[config.mk]
export PLATFORM = sky130hd
export DESIGN_NAME = shift_seq_ctrl
export DESIGN_NICKNAME = d
export VERILOG_FILES = /design/src/rtl/shift_seq_pkg.sv /design/src/rtl/shift_seq_ctrl.sv
export SDC_FILE = /design/constraint.sdc
export NUM_CORES = 1
export LEC_CHECK = 0
export CORE_MARGIN = 2
export CORE_UTILIZATION = 42
export CTS_CLUSTER_SIZE = 25
export DETAILED_ROUTE_END_ITERATION = 10
export MAX_ROUTING_LAYER = met4
export PLACE_DENSITY_LB_ADDON = 0.3
export SLEW_MARGIN = 20
export SYNTH_ARGS = -nofsm -noshare
export SYNTH_HDL_FRONTEND = slang
export SYNTH_SLANG_ARGS = --single-unit
[constraint.sdc]
create_clock -name clk -period 1.9 [get_ports clk]
set_input_delay 0.57 -clock clk [delete_from_list [all_inputs] [get_ports clk]]
set_output_delay 0.57 -clock clk [all_outputs]
set_load 0.005 [all_outputs]
[src/rtl/shift_seq_pkg.sv]
// rtl/shift_seq_pkg.sv - op, register-mode and FSM state encodings for the shift sequencer
package shift_seq_pkg;

    typedef enum logic [1:0] {
        OP_LOAD = 2'b00,
        OP_SHL  = 2'b01,
        OP_SHR  = 2'b10,
        OP_ROTL = 2'b11
    } op_e;

    localparam logic [1:0] CTRL_HOLD = 2'b00;
    localparam logic [1:0] CTRL_UP   = 2'b01;
    localparam logic [1:0] CTRL_DOWN = 2'b10;
    localparam logic [1:0] CTRL_LOAD = 2'b11;

    typedef enum logic [1:0] {
        ST_IDLE = 2'b00,
        ST_RUN  = 2'b01,
        ST_DONE = 2'b10
    } state_e;

    function automatic logic [1:0] op_to_ctrl(input logic [1:0] op);
        case (op)
            OP_LOAD: op_to_ctrl = CTRL_LOAD;
            OP_SHR:  op_to_ctrl = CTRL_DOWN;
            default: op_to_ctrl = CTRL_UP;
        endcase
    endfunction

endpackage

[src/rtl/shift_seq_ctrl.sv]
// rtl/shift_seq_ctrl.sv - command sequencer driving a bidirectional PIPO shift register
// Optional rotate support is enabled by defining SHIFT_SEQ_ROTATE_EN.
module shift_seq_ctrl
    import shift_seq_pkg::*;
#(
    parameter int WIDTH = 4,
    parameter int CNT_W = 3
) (
    input  logic             clk,
    input  logic             clear,
    input  logic             cmd_valid,
    output logic             cmd_ready,
    input  logic [1:0]       cmd_op,
    input  logic [WIDTH-1:0] cmd_data,
    input  logic [CNT_W-1:0] cmd_count,
    input  logic             cmd_fill,
    input  logic [WIDTH-1:0] q_fb,
    output logic [1:0]       ctrl,
    output logic [WIDTH-1:0] d,
    output logic             xl,
    output logic             xr,
    output logic             busy,
    output logic             done
);

    state_e           state_q, state_nxt;
    logic [CNT_W-1:0] rem_q, rem_nxt;
    logic [1:0]       ctrl_q, ctrl_nxt;
    logic [WIDTH-1:0] d_q, d_nxt;
    logic             xl_q, xl_nxt;
    logic             xr_q, xr_nxt;
    logic             busy_q, busy_nxt;
    logic             done_q, done_nxt;
    logic             accept;
    logic             skip_run;
    logic             rotl_run;

    assign cmd_ready = (state_q == ST_IDLE);
    assign accept    = cmd_valid && cmd_ready;

`ifdef SHIFT_SEQ_ROTATE_EN
    logic [1:0] op_q;

    always_ff @(posedge clk or posedge clear) begin
        if (clear) begin
            op_q <= OP_LOAD;
        end else if (accept) begin
            op_q <= cmd_op;
        end
    end

    // A registered feedback bit would be one shift stale, so rotate taps q_fb live.
    assign rotl_run = (state_q == ST_RUN) && (op_q == OP_ROTL);
    assign xl       = rotl_run ? q_fb[WIDTH-1] : xl_q;
    assign skip_run = (cmd_op != OP_LOAD) && (cmd_count == '0);
`else
    logic unused_qfb;

    assign unused_qfb = ^q_fb;
    assign rotl_run   = 1'b0;
    assign xl         = xl_q;
    assign skip_run   = (cmd_op == OP_ROTL) ||
                        ((cmd_op != OP_LOAD) && (cmd_count == '0));
`endif

    always_ff @(posedge clk or posedge clear) begin
        if (clear) begin
            state_q <= ST_IDLE;
        end else begin
            state_q <= state_nxt;
        end
    end

    always_comb begin
        state_nxt = state_q;
        case (state_q)
            ST_IDLE: begin
                if (accept) begin
                    state_nxt = skip_run ? ST_DONE : ST_RUN;
                end
            end
            ST_RUN: begin
                if (rem_q == CNT_W'(1)) begin
                    state_nxt = ST_DONE;
                end
            end
            ST_DONE: state_nxt = ST_IDLE;
            default: state_nxt = ST_IDLE;
        endcase
    end

    always_comb begin
        rem_nxt  = rem_q;
        ctrl_nxt = ctrl_q;
        d_nxt    = d_q;
        xl_nxt   = xl_q;
        xr_nxt   = xr_q;
        busy_nxt = (state_nxt != ST_IDLE);
        done_nxt = (state_nxt == ST_DONE);
        case (state_q)
            ST_IDLE: begin
                ctrl_nxt = CTRL_HOLD;
                if (accept && !skip_run) begin
                    ctrl_nxt = op_to_ctrl(cmd_op);
                    rem_nxt  = (cmd_op == OP_LOAD) ? CNT_W'(1) : cmd_count;
                    case (cmd_op)
                        OP_LOAD: d_nxt = cmd_data;
                        OP_SHL: begin
                            xl_nxt = cmd_fill;
                            xr_nxt = 1'b0;
                        end
                        OP_SHR: begin
                            xl_nxt = 1'b0;
                            xr_nxt = cmd_fill;
                        end
                        default: begin
                            xl_nxt = 1'b0;
                            xr_nxt = 1'b0;
                        end
                    endcase
                end
            end
            ST_RUN: begin
                if (rem_q != '0) begin
                    rem_nxt = rem_q - CNT_W'(1);
                end
                if (rotl_run) begin
                    xl_nxt = q_fb[WIDTH-1];
                end
                if (state_nxt != ST_RUN) begin
                    ctrl_nxt = CTRL_HOLD;
                end
            end
            default: ctrl_nxt = CTRL_HOLD;
        endcase
    end

    always_ff @(posedge clk or posedge clear) begin
        if (clear) begin
            rem_q  <= '0;
            ctrl_q <= CTRL_HOLD;
            d_q    <= '0;
            xl_q   <= 1'b0;
            xr_q   <= 1'b0;
            busy_q <= 1'b0;
            done_q <= 1'b0;
        end else begin
            rem_q  <= rem_nxt;
            ctrl_q <= ctrl_nxt;
            d_q    <= d_nxt;
            xl_q   <= xl_nxt;
            xr_q   <= xr_nxt;
            busy_q <= busy_nxt;
            done_q <= done_nxt;
        end
    end

    assign ctrl = ctrl_q;
    assign d    = d_q;
    assign xr   = xr_q;
    assign busy = busy_q;
    assign done = done_q;

endmodule
Word level (Yosys, flattened, before mapping)
Cells that the tools add are included.
{ "op_classes": {"n_addsub": 1, "n_bitwise": 1, "mux": 14, "reduce_logical": 15, "n_eq_ne": 10} }
{ "ops": {"columns": ["op", "count"], "rows": [
  ["$pmux 2 s2", 3],
  ["$mux 2", 5],
  ["$mux 3", 3],
  ["$reduce_and 3->1", 3],
  ["$eq 2x2->1 const B", 3],
  ["$pmux 3 s2", 1],
  ["$reduce_bool 2->1", 3],
  ["$eq 2x1->1 const B", 2],
  ["$logic_not 2->1", 2],
  ["$ne 2x1->1 const B", 2],
  ["$ne 2x2->1 const B", 2],
  ["$pmux 1 s2", 2],
  ["$eq 3x1->1 const B", 1],
  ["$logic_and 1x1->1", 3],
  ["$logic_not 3->1", 1],
  ["$reduce_bool 3->1", 1],
  ["$sub 3x1->3 const B", 1],
  ["$logic_not 1->1", 1],
  ["$logic_or 1x1->1", 1],
  ["$not 1->1", 1]
]} }
{ "word_totals": {"ff_bits": 15, "elab_cells": 49} }

Logic depth before layout (Yosys ltp)
Gate-level depths: netlist (run 1).
{ "depth": {"ltp_word": 9, "depth_mapped": 5, "depth_no_buf": 5} }

Worst setup path before layout (run 1)
Ideal clock, no wire load.
{ "synth_timing": {"path_type": "input to register", "from": "input port cmd_count[1]", "to": "register rem_q[1]", "slack_ps": 323, "path_buffers": 0, "path_stages": 4, "t_arrival_ps": 1452, "path_cell_list": "nor3_2 maj3_2 o21ai_1 mux2_2"} }
{ "synth_via": {"elab_chain_cells": 7, "word_cells_on_any_way": 10, "cone_classes": "eq/ne: 1; mux: 3; reduce/logical: 6"} }
{ "synth_rtl": {"columns": ["element", "line_no", "rtl"], "rows": [
  ["start: declaration", "shift_seq_ctrl.sv:15", "input logic [CNT_W-1:0] cmd_count,"],
  ["$logic_not 3->1", "shift_seq_ctrl.sv:63", "((cmd_op != OP_LOAD) && (cmd_count == '0));"],
  ["$logic_and 1x1->1", "shift_seq_ctrl.sv:63", null],
  ["$logic_or 1x1->1", "shift_seq_ctrl.sv:62", "assign skip_run = (cmd_op == OP_ROTL) ||"],
  ["$logic_not 1->1", "shift_seq_ctrl.sv:103", "if (accept && !skip_run) begin"],
  ["$logic_and 1x1->1", "shift_seq_ctrl.sv:103", null],
  ["$ne 2x1->1 (no source line)", null, null],
  ["$reduce_and 3->1 (no source line)", null, null],
  ["end signal: assignment", "shift_seq_ctrl.sv:148", "rem_q <= rem_nxt;"],
  ["end: declaration", "shift_seq_ctrl.sv:27", "logic [CNT_W-1:0] rem_q, rem_nxt;"]
]} }
Parallel ways exist; a longest one is shown, timed or not. The select of a mux whose other input is x is not followed.
A chain may end at the register's enable or synchronous reset.

Worst setup path after layout (run 1)
{ "layout_timing": {"from": "input port cmd_count[0]", "to": "register rem_q[1]"} }
{ "layout_via": {"elab_chain_cells": 7} }
{ "layout_rtl": {"columns": ["element", "line_no"], "rows": [
  ["$logic_not 3->1", "shift_seq_ctrl.sv:63"],
  ["$logic_and 1x1->1", "shift_seq_ctrl.sv:63"],
  ["$logic_or 1x1->1", "shift_seq_ctrl.sv:62"],
  ["$logic_not 1->1", "shift_seq_ctrl.sv:103"],
  ["$logic_and 1x1->1", "shift_seq_ctrl.sv:103"],
  ["$ne 2x1->1 (no source line)", null],
  ["$reduce_and 3->1 (no source line)", null]
]} }
No other way between the ends.

==> results.cfg, run 1 <==
[grt]
grt_start_max_net_pins = 16
grt_usage = 0.1927
gr-total-overflow = 0
first_global_vias = 638
grt_pass1_wl_um = 2794
initial_antenna_violation_count = 0

[worst_setup_path]
worst-path-max-fanout = 5
critical_path_arrival_ps = 2030
worstSetupPathType = in -> reg
critical_path.startpoint_type = input pin
critical_path.max_stage_delay_ps = 500
endpoint_kind = register
worstPathCellList = clkdlybuf4s50_1 -> nor3_2 -> maj3_2 -> o21ai_1 -> mux2_2
crit_required_ps = 2060
worst_path_max_delay_cell = clkdlybuf4s50_1

[yosys]
synth_cells = 67
syn_area_per_cell_um2 = 11.17
synth_top_area_cell = dfrtp_1
synth_cell_types = 28
ys.warnings.count = 0
synth.top_cells.by_area = dfrtp_1 (50%), mux2_2 (7.5%), ha_1 (5.0%)
sequential_cell_area_fraction_in_the_yosys_report = 0.5017
synth_fp_nets = 87
post_synth_instance_area_um2 = 748.2
synth_top_area_share = 0.5017
yosys_register_bits = 15

[final_layout]
commonest_non_fill_non_tap_cells_in_the_layout = clkdlybuf4s50_1 (22), dfrtp_1 (15), buf_4 (12)
drive_above_1_share = 0.2358
antenna_cells_inserted = 0
final_cells = 131
area_growth_syn_to_layout_pct = 50.67
leading_cell_type_in_the_layout_fill_and_taps_excluded = clkdlybuf4s50_1
final_net_count = 127

[route]
route.detailed.vias_per_inst = 5.061
antenna_violating_nets_post_route = 0
totalWireLength_um = 1666
drt_pass1_iterations = 4
routed_wire_per_std_cell_um = 12.72
post-route-drc-count = 0
via_count = 663
drt_first_iter_violations = 16

[clock_tree]
clock_tree_from_tritoncts = yes
number_of_buffers_created_by_cts = 3
ctsHtreeMaxLevel = 1
insertion_delay_to_the_later_sink_of_the_worst_skew_pair_ps = 280
cts_root_buffer = clkbuf_4
clock_sinks = 15
clock_transition_time_at_the_flip_flop_clock_pins_of_the_worst_setup_and_hold_paths_ps = 70
max-clock-path-buffers = 2
ctsHoldBuffers = 0

[floorplanning]
die_area_mm2 = 0.002135
design.portCount = 28
die_w_um = 46.21
standard_cell_rows = 15
fp.dieH_um = 46.21
start_util = 0.4381
placeableCoreArea_mm2 = 0.001708

[timing]
setup_viol = 0
fin_skew_ps = 10.47
worst_margin_slew_ps = 554.5
fmax_ghz = 0.5345
hold_viol_final = 0
final.period_utilization = 0.9847
grt_setup_unrepaired = yes
finalCriticalPeriod_ps = 1871
finalMaxSlewViolations = 0
layout_setup_ws_ps = 29.13
worst_slew_margin_rel = 0.6299

[placed_design]
buffer_ports.inserted = 23
finalWeightedCongestion = 0.9368
pre_cts_slack_ps = -256.4
hpwl_um = 1323
placed_cells_incl_taps = 125

[status]
status = completed

[pwr]
power.density_cell_area_mw_per_mm2 = 1349
power.ir.vdd_worst_mv = 0.8820
power_frac_comb = 0.531
clkPwrFrac = 0.114
seq_power_share = 0.355
netSwitchingFraction = 0.3318
cellLeakagePower_uw = 0.0005254
internal_power_uw = 1016
p_switching_uw = 504.6

[worst_hold_path]
worstHoldPathType = reg -> reg

[job]
maxCapViolations = 0
-- flip-flops by register name, summed over array words and instances (netlist names) --
| name | count |
|---|---|
| d | 4 |
| rem_q | 3 |
| ctrl | 2 |
| state_q | 2 |
| busy | 1 |
| done | 1 |
| xl | 1 |
| xr | 1 |
-- cell type report --
type                            instances  area, um2
Fill cell                             138      580.6
Sequential cell                        15      375.4
Multi-Input combinational cell         46      352.8
Timing Repair Buffer                   35      319.1
Tap cell                               25      31.28
Clock buffer                            4      26.28
Inverter                                6      22.52
-- Yosys cell counts --
library cell	count
maj3_2	1
inv_1	6
o21ai_1	1
nor2b_1	1
dfrtp_1	15
and2_1	1
o31a_1	3
nor3_1	1
ha_1	3
o2bb2ai_1	1
a41o_1	2
nor3_2	1
o21ai_0	2
a32oi_1	1
nor2_2	1
or2_2	1
nand2_1	4
xnor2_1	1
mux2_2	5
a32o_1	2
a21oi_1	1
o41ai_1	1
nand3b_1	1
nor2_1	6
a22o_1	2
o21bai_1	1
nand2b_1	1
a21o_1	1
-- power groups by stage --
stage                     Clock [uW]  Combinational (uW)  Sequential, uW
after floorplan                    0                 412             551
after global placement             0                 752             543
after detailed placement           0                 777             554
after CTS                        184                 809             541
after global routing             199                 887             557
final                            174                 807             540
-- worst paths after layout --
| check | from | slack [ps] | cells past startpoint | end |
|---|---|---|---|---|
| worst min register to register | ctrl[0]$_DFFE_PP0P_ | 510 | 1 | ctrl[0]$_DFFE_PP0P_ |
| worst max-delay path | cmd_count[0] | 30 | 5 | rem_q[1]$_DFFE_PP0P_ |
| min in group asynchronous | clear | 630 | 2 | d[2]$_DFFE_PP0P_ |
| max in group asynchronous | clear | 890 | 2 | rem_q[1]$_DFFE_PP0P_ |
| worst max register to register | state_q[1]$_DFF_PP0_ | 360 | 5 | rem_q[1]$_DFFE_PP0P_ |
| worst min-delay path | ctrl[0]$_DFFE_PP0P_ | 510 | 1 | ctrl[0]$_DFFE_PP0P_ |
-- critical path: cells and delay by family --
kind	cells	cell delay, ps
buf+inv	1	500
fa+ha+maj	1	350
mux	1	350
compound gates	1	190
simple gates	1	70
-- layer usage --
metal | track usage | vias up | wire [um]
li1 | - | 321 | -
met4 | 0.07429 | 0 | 34
met1 | 0.2396 | 311 | 736
met2 | 0.2833 | 26 | 810
met3 | 0.07059 | 5 | 85
met5 | - | - | 0
-- through the flow --
step / cell area (um2) / setup TNS, ps / hold slack (ps) / utilization / power, uW
floorplan: 748.2 / 0 / 437.6 / - / 963.0
global placement: 1085 / -2058 / 453.0 / 0.6352 / 1295
detailed placement: 1085 / -2174 / 461.6 / 0.6352 / 1331
CTS: 1127 / 0 / 514.2 / 0.6601 / 1534
global route: 1127 / -9.363 / 526.3 / 0.6601 / 1643
finish: 1127 / 0 / 507.1 / 0.6601 / 1521
-- what timing repair did --
action,in CTS,in global routing
setup buffers,2,0
endpoints found under the setup margin,1,1
gates resized for setup,2,0
-- logic make-up after synthesis --
group / count (synthesis) / share of synthesized area
simple gates: 18 / 0.1221
fa+ha+maj: 4 / 0.06522
flops: 15 / 0.5017
buf+inv: 6 / 0.03010
mux: 5 / 0.07525
xor+xnor: 1 / 0.01171
compound gates: 18 / 0.1940
Note: power is estimated with default switching activity, not from simulation.
==> run 2, diff against run 1 <==
Settings changed: ABC_AREA set to 1, CELL_PAD_IN_SITES_DETAIL_PLACEMENT set to 0, CELL_PAD_IN_SITES_GLOBAL_PLACEMENT set to 1, CORE_UTILIZATION 42 to 31, TNS_END_PERCENT set to 1.
==> results.cfg, run 2 <==
[status]
status = completed

[clock_tree]
clock_sinks = 15
insertion_delay_to_the_later_sink_of_the_worst_skew_pair_ps = 280
clock_tree_from_tritoncts = yes
ctsHtreeMaxLevel = 1
max-clock-path-buffers = 2
cts_root_buffer = clkbuf_4
clock_transition_time_at_the_flip_flop_clock_pins_of_the_worst_setup_and_hold_paths_ps = 90
number_of_buffers_created_by_cts = 3
ctsHoldBuffers = 0

[floorplanning]
design.portCount = 28
die_w_um = 55.58
standard_cell_rows = 18
fp.dieH_um = 55.58
start_util = 0.3298
placeableCoreArea_mm2 = 0.002500
die_area_mm2 = 0.003089

[worst_setup_path]
crit_family = buffers and inverters
worstSetupPathType = reg -> out
critical_path_arrival_ps = 1150
critical_path.startpoint_type = register
worst_path_max_delay_cell = clkdlybuf4s50_1
rr_startpoint = rem_q[0]$_DFFE_PP0P_
endpoint_kind = output pin
worst-path-max-fanout = 2
worstSetupStartpoint = d[3]$_DFFE_PP0P_
critical_path.max_stage_delay_ps = 500
crit_required_ps = 1330
worstPathCellList = clkdlybuf4s50_1
path_buf_inv = 1

[yosys]
syn_area_per_cell_um2 = 8.329
largest_family_of_logic_cells_by_synthesized_area = simple AND/OR/NAND/NOR gates
synth_top_area_share = 0.4552
post_synth_instance_area_um2 = 824.5
post_synth_and_or_nand_nor_area_fraction = 0.3733
synth.top_cells.by_area = dfrtp_1 (46%), nand2_1 (15%), nand3_1 (6.1%)
most_numerous_cell_in_the_yosys_netlist = nand2_1
synth_mux_area_frac = 0
synth_fa_ha_area_frac = 0.04552
synth-edff-count = 0
synthArstFlopShare = 1.000
synth_top_area_cell = dfrtp_1
yosys_register_bits = 15
synth_top_cells_by_count = nand2_1 (34), dfrtp_1 (15), inv_1 (11)
synth_fp_nets = 119
ys.warnings.count = 0
synth_cell_types = 21
yosys.area_share.xor_xnor = 0
sequential_cell_area_fraction_in_the_yosys_report = 0.4552
synth_cells = 99
synth_compound_gate_area_share = 0.05008
ys_dominant_reg_cell = dfrtp_1

[final_layout]
antenna_cells_inserted = 0
leading_cell_type_in_the_layout_fill_and_taps_excluded = nand2_1
largest_register_ff_count = 4
commonest_non_fill_non_tap_cells_in_the_layout = nand2_1 (34), clkdlybuf4s50_1 (22), dfrtp_1 (15)
final_net_count = 153
area_growth_syn_to_layout_pct = 41.12
fillCellCount = 252
drive_above_1_share = 0.1742

[route]
top_layer = met4
routed_wire_per_std_cell_um = 10.69
antenna_violating_nets_post_route = 0
m1WireLength_um = 798
totalWireLength_um = 1731
post-route-drc-count = 0
met3RoutedLength_um = 86
drt_first_iter_violations = 6
dr_wl_met2_um = 833
drt_pass1_iterations = 2
via_count = 719
route.detailed.vias_per_inst = 4.438

[job]
maxCapViolations = 0

[pwr]
cellLeakagePower_uw = 0.0005891
power.ir.vdd_worst_mv = 0.7822
power.density_cell_area_mw_per_mm2 = 1307

[timing]
finalCriticalPeriod_ps = 1720
finalMaxSlewViolations = 0
hold_viol_final = 0
final.period_utilization = 0.9050
layout_setup_ws_ps = 180.4
fmax_ghz = 0.5815
grt_setup_unrepaired = no
fin_skew_ps = 1.478
worst_margin_slew_ps = 211.8
worst_slew_margin_rel = 0.8576
setup_viol = 0
setup_tns_ps = 0

[placed_design]
hpwl_um = 1341
pre_cts_slack_ps = 54.29
finalWeightedCongestion = 0.7770
buffer_ports.inserted = 23

[worst_hold_path]
worstHoldStart = xr$_DFFE_PP0P_
worstHoldPathType = reg -> reg

[grt]
grt_pass1_wl_um = 3132
gr-total-overflow = 0
grt_usage = 0.1303
grt_start_max_net_pins = 16
first_global_vias = 734
initial_antenna_violation_count = 0
-- run 2: changes by cell type after synthesis, sizes merged, moves of 3 or more --
| cell | previous run | this run |
|---|---|---|
| inv | 6 | 16 |
| nand3 | 0 | 12 |
| nand2 | 4 | 37 |
| o31a | 3 | 0 |
| mux2 | 5 | 0 |
-- run 2: stage by stage --
| stage | cells | hold slack [ps] | utilization | area [um2] | total power, uW |
|---|---|---|---|---|---|
| floorplan | 99 | 465.4 | - | 824.5 | 985.3 |
| finish | 162 | 482.9 | 0.4655 | 1164 | 1520 |
| CTS | 162 | 480.4 | 0.4655 | 1164 | 1535 |
| global placement | 155 | 456.4 | 0.4459 | 1115 | 1300 |
| detailed placement | 155 | 457.8 | 0.4459 | 1115 | 1316 |
| global route | 162 | 513.9 | 0.4655 | 1164 | 1672 |
-- run 2: logic make-up after synthesis --
kind of cell,count (synthesis)
AOI/OAI and AO/OA,7
adders and majority gates,3
buffers and inverters,16
DFF,15
and+or+nand+nor,58
-- run 2: layout make-up --
type                            instances  area [um2]  area share
Clock buffer                            3       22.52     0.01935
Clock inverter                          1       5.005    0.004301
Inverter                               16       62.56     0.05376
Multi-Input combinational cell         68       386.6      0.3323
Sequential cell                        15       375.4      0.3226
Tap cell                               30       37.54     0.03226
Timing Repair Buffer                   29       274.0      0.2355
-- run 2: path summary, 6_finish.rpt --
check,slack [ps],to,cells past startpoint
min,480,xr$_DFFE_PP0P_,2
max reg2reg,610,rem_q[2]$_DFFE_PP0P_,7
max,180,d[3],1
min reg2reg,480,xr$_DFFE_PP0P_,2
min in group asynchronous,570,d[0]$_DFFE_PP0P_,3
max in group asynchronous,1160,state_q[0]$_DFF_PP0_,3
-- run 2: repair_timing --
action	4_1_cts	5_1_grt
setup buffers	3	0
endpoints found under the setup margin	1	0
resized for setup	1	0
-- run 2: layer usage --
| metal | vias up | track usage |
|---|---|---|
| li1 | 375 | - |
| met1 | 326 | 0.1537 |
| met2 | 16 | 0.2177 |
| met3 | 2 | 0.02558 |
| met4 | 0 | 0.05226 |
| met5 | - | - |
-- run 2: power breakdown --
part	total (uW)	internal (uW)	switching (uW)	leakage, uW
Combinational	794	399	395	0.000380
Clock	185	78.1	107	0.0000177
Sequential	541	459	82.6	0.000192
Total	1520	936	584	0.000589
==> run 3, diff against run 2 <==
Settings changed: CORE_MARGIN 2 to 5.
==> results.cfg, run 3 (synthesized netlist as in run 2, its figures left out) <==
[status]
status = completed

[route]
drt_pass1_iterations = 4
totalWireLength_um = 1648
route.detailed.vias_per_inst = 4.385
post-route-drc-count = 0
via_count = 706
routed_wire_per_std_cell_um = 10.24
antenna_violating_nets_post_route = 0
drt_first_iter_violations = 7

[clock_tree]
clock_tree_from_tritoncts = yes
ctsHtreeMaxLevel = 1
cts_root_buffer = clkbuf_4
max-clock-path-buffers = 2
clock_sinks = 15
clock_transition_time_at_the_flip_flop_clock_pins_of_the_worst_setup_and_hold_paths_ps = 90
number_of_buffers_created_by_cts = 3
insertion_delay_to_the_later_sink_of_the_worst_skew_pair_ps = 280

[final_layout]
final_net_count = 152
final_standard_cell_area_without_fillers_mm2 = 0.001155
area_growth_syn_to_layout_pct = 40.06
leading_cell_type_in_the_layout_fill_and_taps_excluded = nand2_1
largest_register_ff_count = 4
antenna_cells_inserted = 0
drive_above_1_share = 0.1603
commonest_non_fill_non_tap_cells_in_the_layout = nand2_1 (34), clkdlybuf4s50_1 (22), dfrtp_1 (15)
fillCellCount = 244

[grt]
initial_antenna_violation_count = 0
grt_pass1_wl_um = 2773
first_global_vias = 666
grt_usage = 0.1047
grt_start_max_net_pins = 16
gr-total-overflow = 0

[timing]
worst_margin_slew_ps = 212.6
setup_viol = 0
fmax_ghz = 0.5827
fin_skew_ps = 2.066
hold_viol_final = 0
worst_slew_margin_rel = 0.8578
grt_setup_unrepaired = no
fin_hold_ws_ps = 478.2
finalCriticalPeriod_ps = 1716
setup_tns_ps = 0
finalMaxSlewViolations = 0
final.period_utilization = 0.9032

[worst_setup_path]
worstPathCellList = clkdlybuf4s50_1
crit_family = buffers and inverters
path_buf_inv = 1
crit_required_ps = 1330
critical_path_arrival_ps = 1150
worstSetupPathType = reg -> out
critical_path.max_stage_delay_ps = 510
endpoint_kind = output pin
critical_path.startpoint_type = register
worst-path-max-fanout = 2
worst_path_max_delay_cell = clkdlybuf4s50_1

[placed_design]
buffer_ports.inserted = 23
finalWeightedCongestion = 0.7814
dpl-instance-area_mm2 = 0.001115
hpwl_um = 1334

[floorplanning]
start_util = 0.3298
design.portCount = 28
die_area_mm2 = 0.003791
fp.dieH_um = 61.58
standard_cell_rows = 18
placeableCoreArea_mm2 = 0.002500
die_w_um = 61.58

[pwr]
netSwitchingFraction = 0.3786
cellLeakagePower_uw = 0.0005817
p_switching_uw = 566.5
seq_power_share = 0.360
power.density_cell_area_mw_per_mm2 = 1296
internal_power_uw = 929.6
power_frac_comb = 0.519
power.ir.vdd_worst_mv = 0.6375
clkPwrFrac = 0.120

[worst_hold_path]
worstHoldPathType = reg -> reg

[job]
maxCapViolations = 0
==> run 3: cell types whose count changed in the layout (fill, tap and decap cells not counted), sizes merged <==
cell,change
buf,-1
clkbuf,+1
clkinv,-1
==> run 3: worst paths after layout <==
check                                           from                   end  slack, ps  cells past startpoint
worst max-delay path                d[2]$_DFFE_PP0P_                  d[2]        180                      1
worst min-delay path                  xl$_DFFE_PP0P_        xl$_DFFE_PP0P_        480                      2
worst max register to register  rem_q[0]$_DFFE_PP0P_  rem_q[2]$_DFFE_PP0P_        620                      7
worst min register to register        xl$_DFFE_PP0P_        xl$_DFFE_PP0P_        480                      2
max in group asynchronous                      clear  state_q[0]$_DFF_PP0_       1140                      3
min in group asynchronous                      clear        xl$_DFFE_PP0P_        580                      3
==> run 3: per-layer routing <==
metal | track usage | vias to the layer above | share of wire
li1 | - | 376 | -
met1 | 0.1234 | 304 | 0.46
met2 | 0.1540 | 21 | 0.44
met3 | 0.04612 | 5 | 0.081
met4 | 0.04545 | 0 | 0.018
met5 | - | - | 0
==> run 3: cell type report <==
cell class	instances	area, um2	area share
Multi-Input combinational cell	68	386.6	0.3348
Clock buffer	4	26.28	0.02275
Tap cell	30	37.54	0.03250
Sequential cell	15	375.4	0.3250
Timing Repair Buffer	28	266.5	0.2308
Inverter	16	62.56	0.05417
==> run 3: power groups by stage <==
| stage | Combinational (uW) | Sequential (uW) | Clock [uW] |
|---|---|---|---|
| 2_1_floorplan | 433 | 552 | 0 |
| 5_1_grt | 875 | 560 | 207 |
| 3_3_place_gp | 759 | 548 | 0 |
| 4_1_cts | 789 | 542 | 196 |
| 6_report | 777 | 539 | 180 |
| 3_5_place_dp | 760 | 552 | 0 |
==> run 3: through the flow <==
step                      power, uW    util  setup WS (ps)  std cells
after floorplan               985.3       -          675.6         99
after global placement         1306  0.4459          79.92        155
after detailed placement       1312  0.4459          80.26        155
after CTS                      1526  0.4620          149.8        161
after global routing           1643  0.4620          104.7        161
final                          1496  0.4620          183.9        161
==> run 3: timing repair <==
action,in CTS,in global routing
buffers inserted,2,0
endpoints found under the setup margin,1,0
gates resized for setup,1,0
hold buffers,0,0
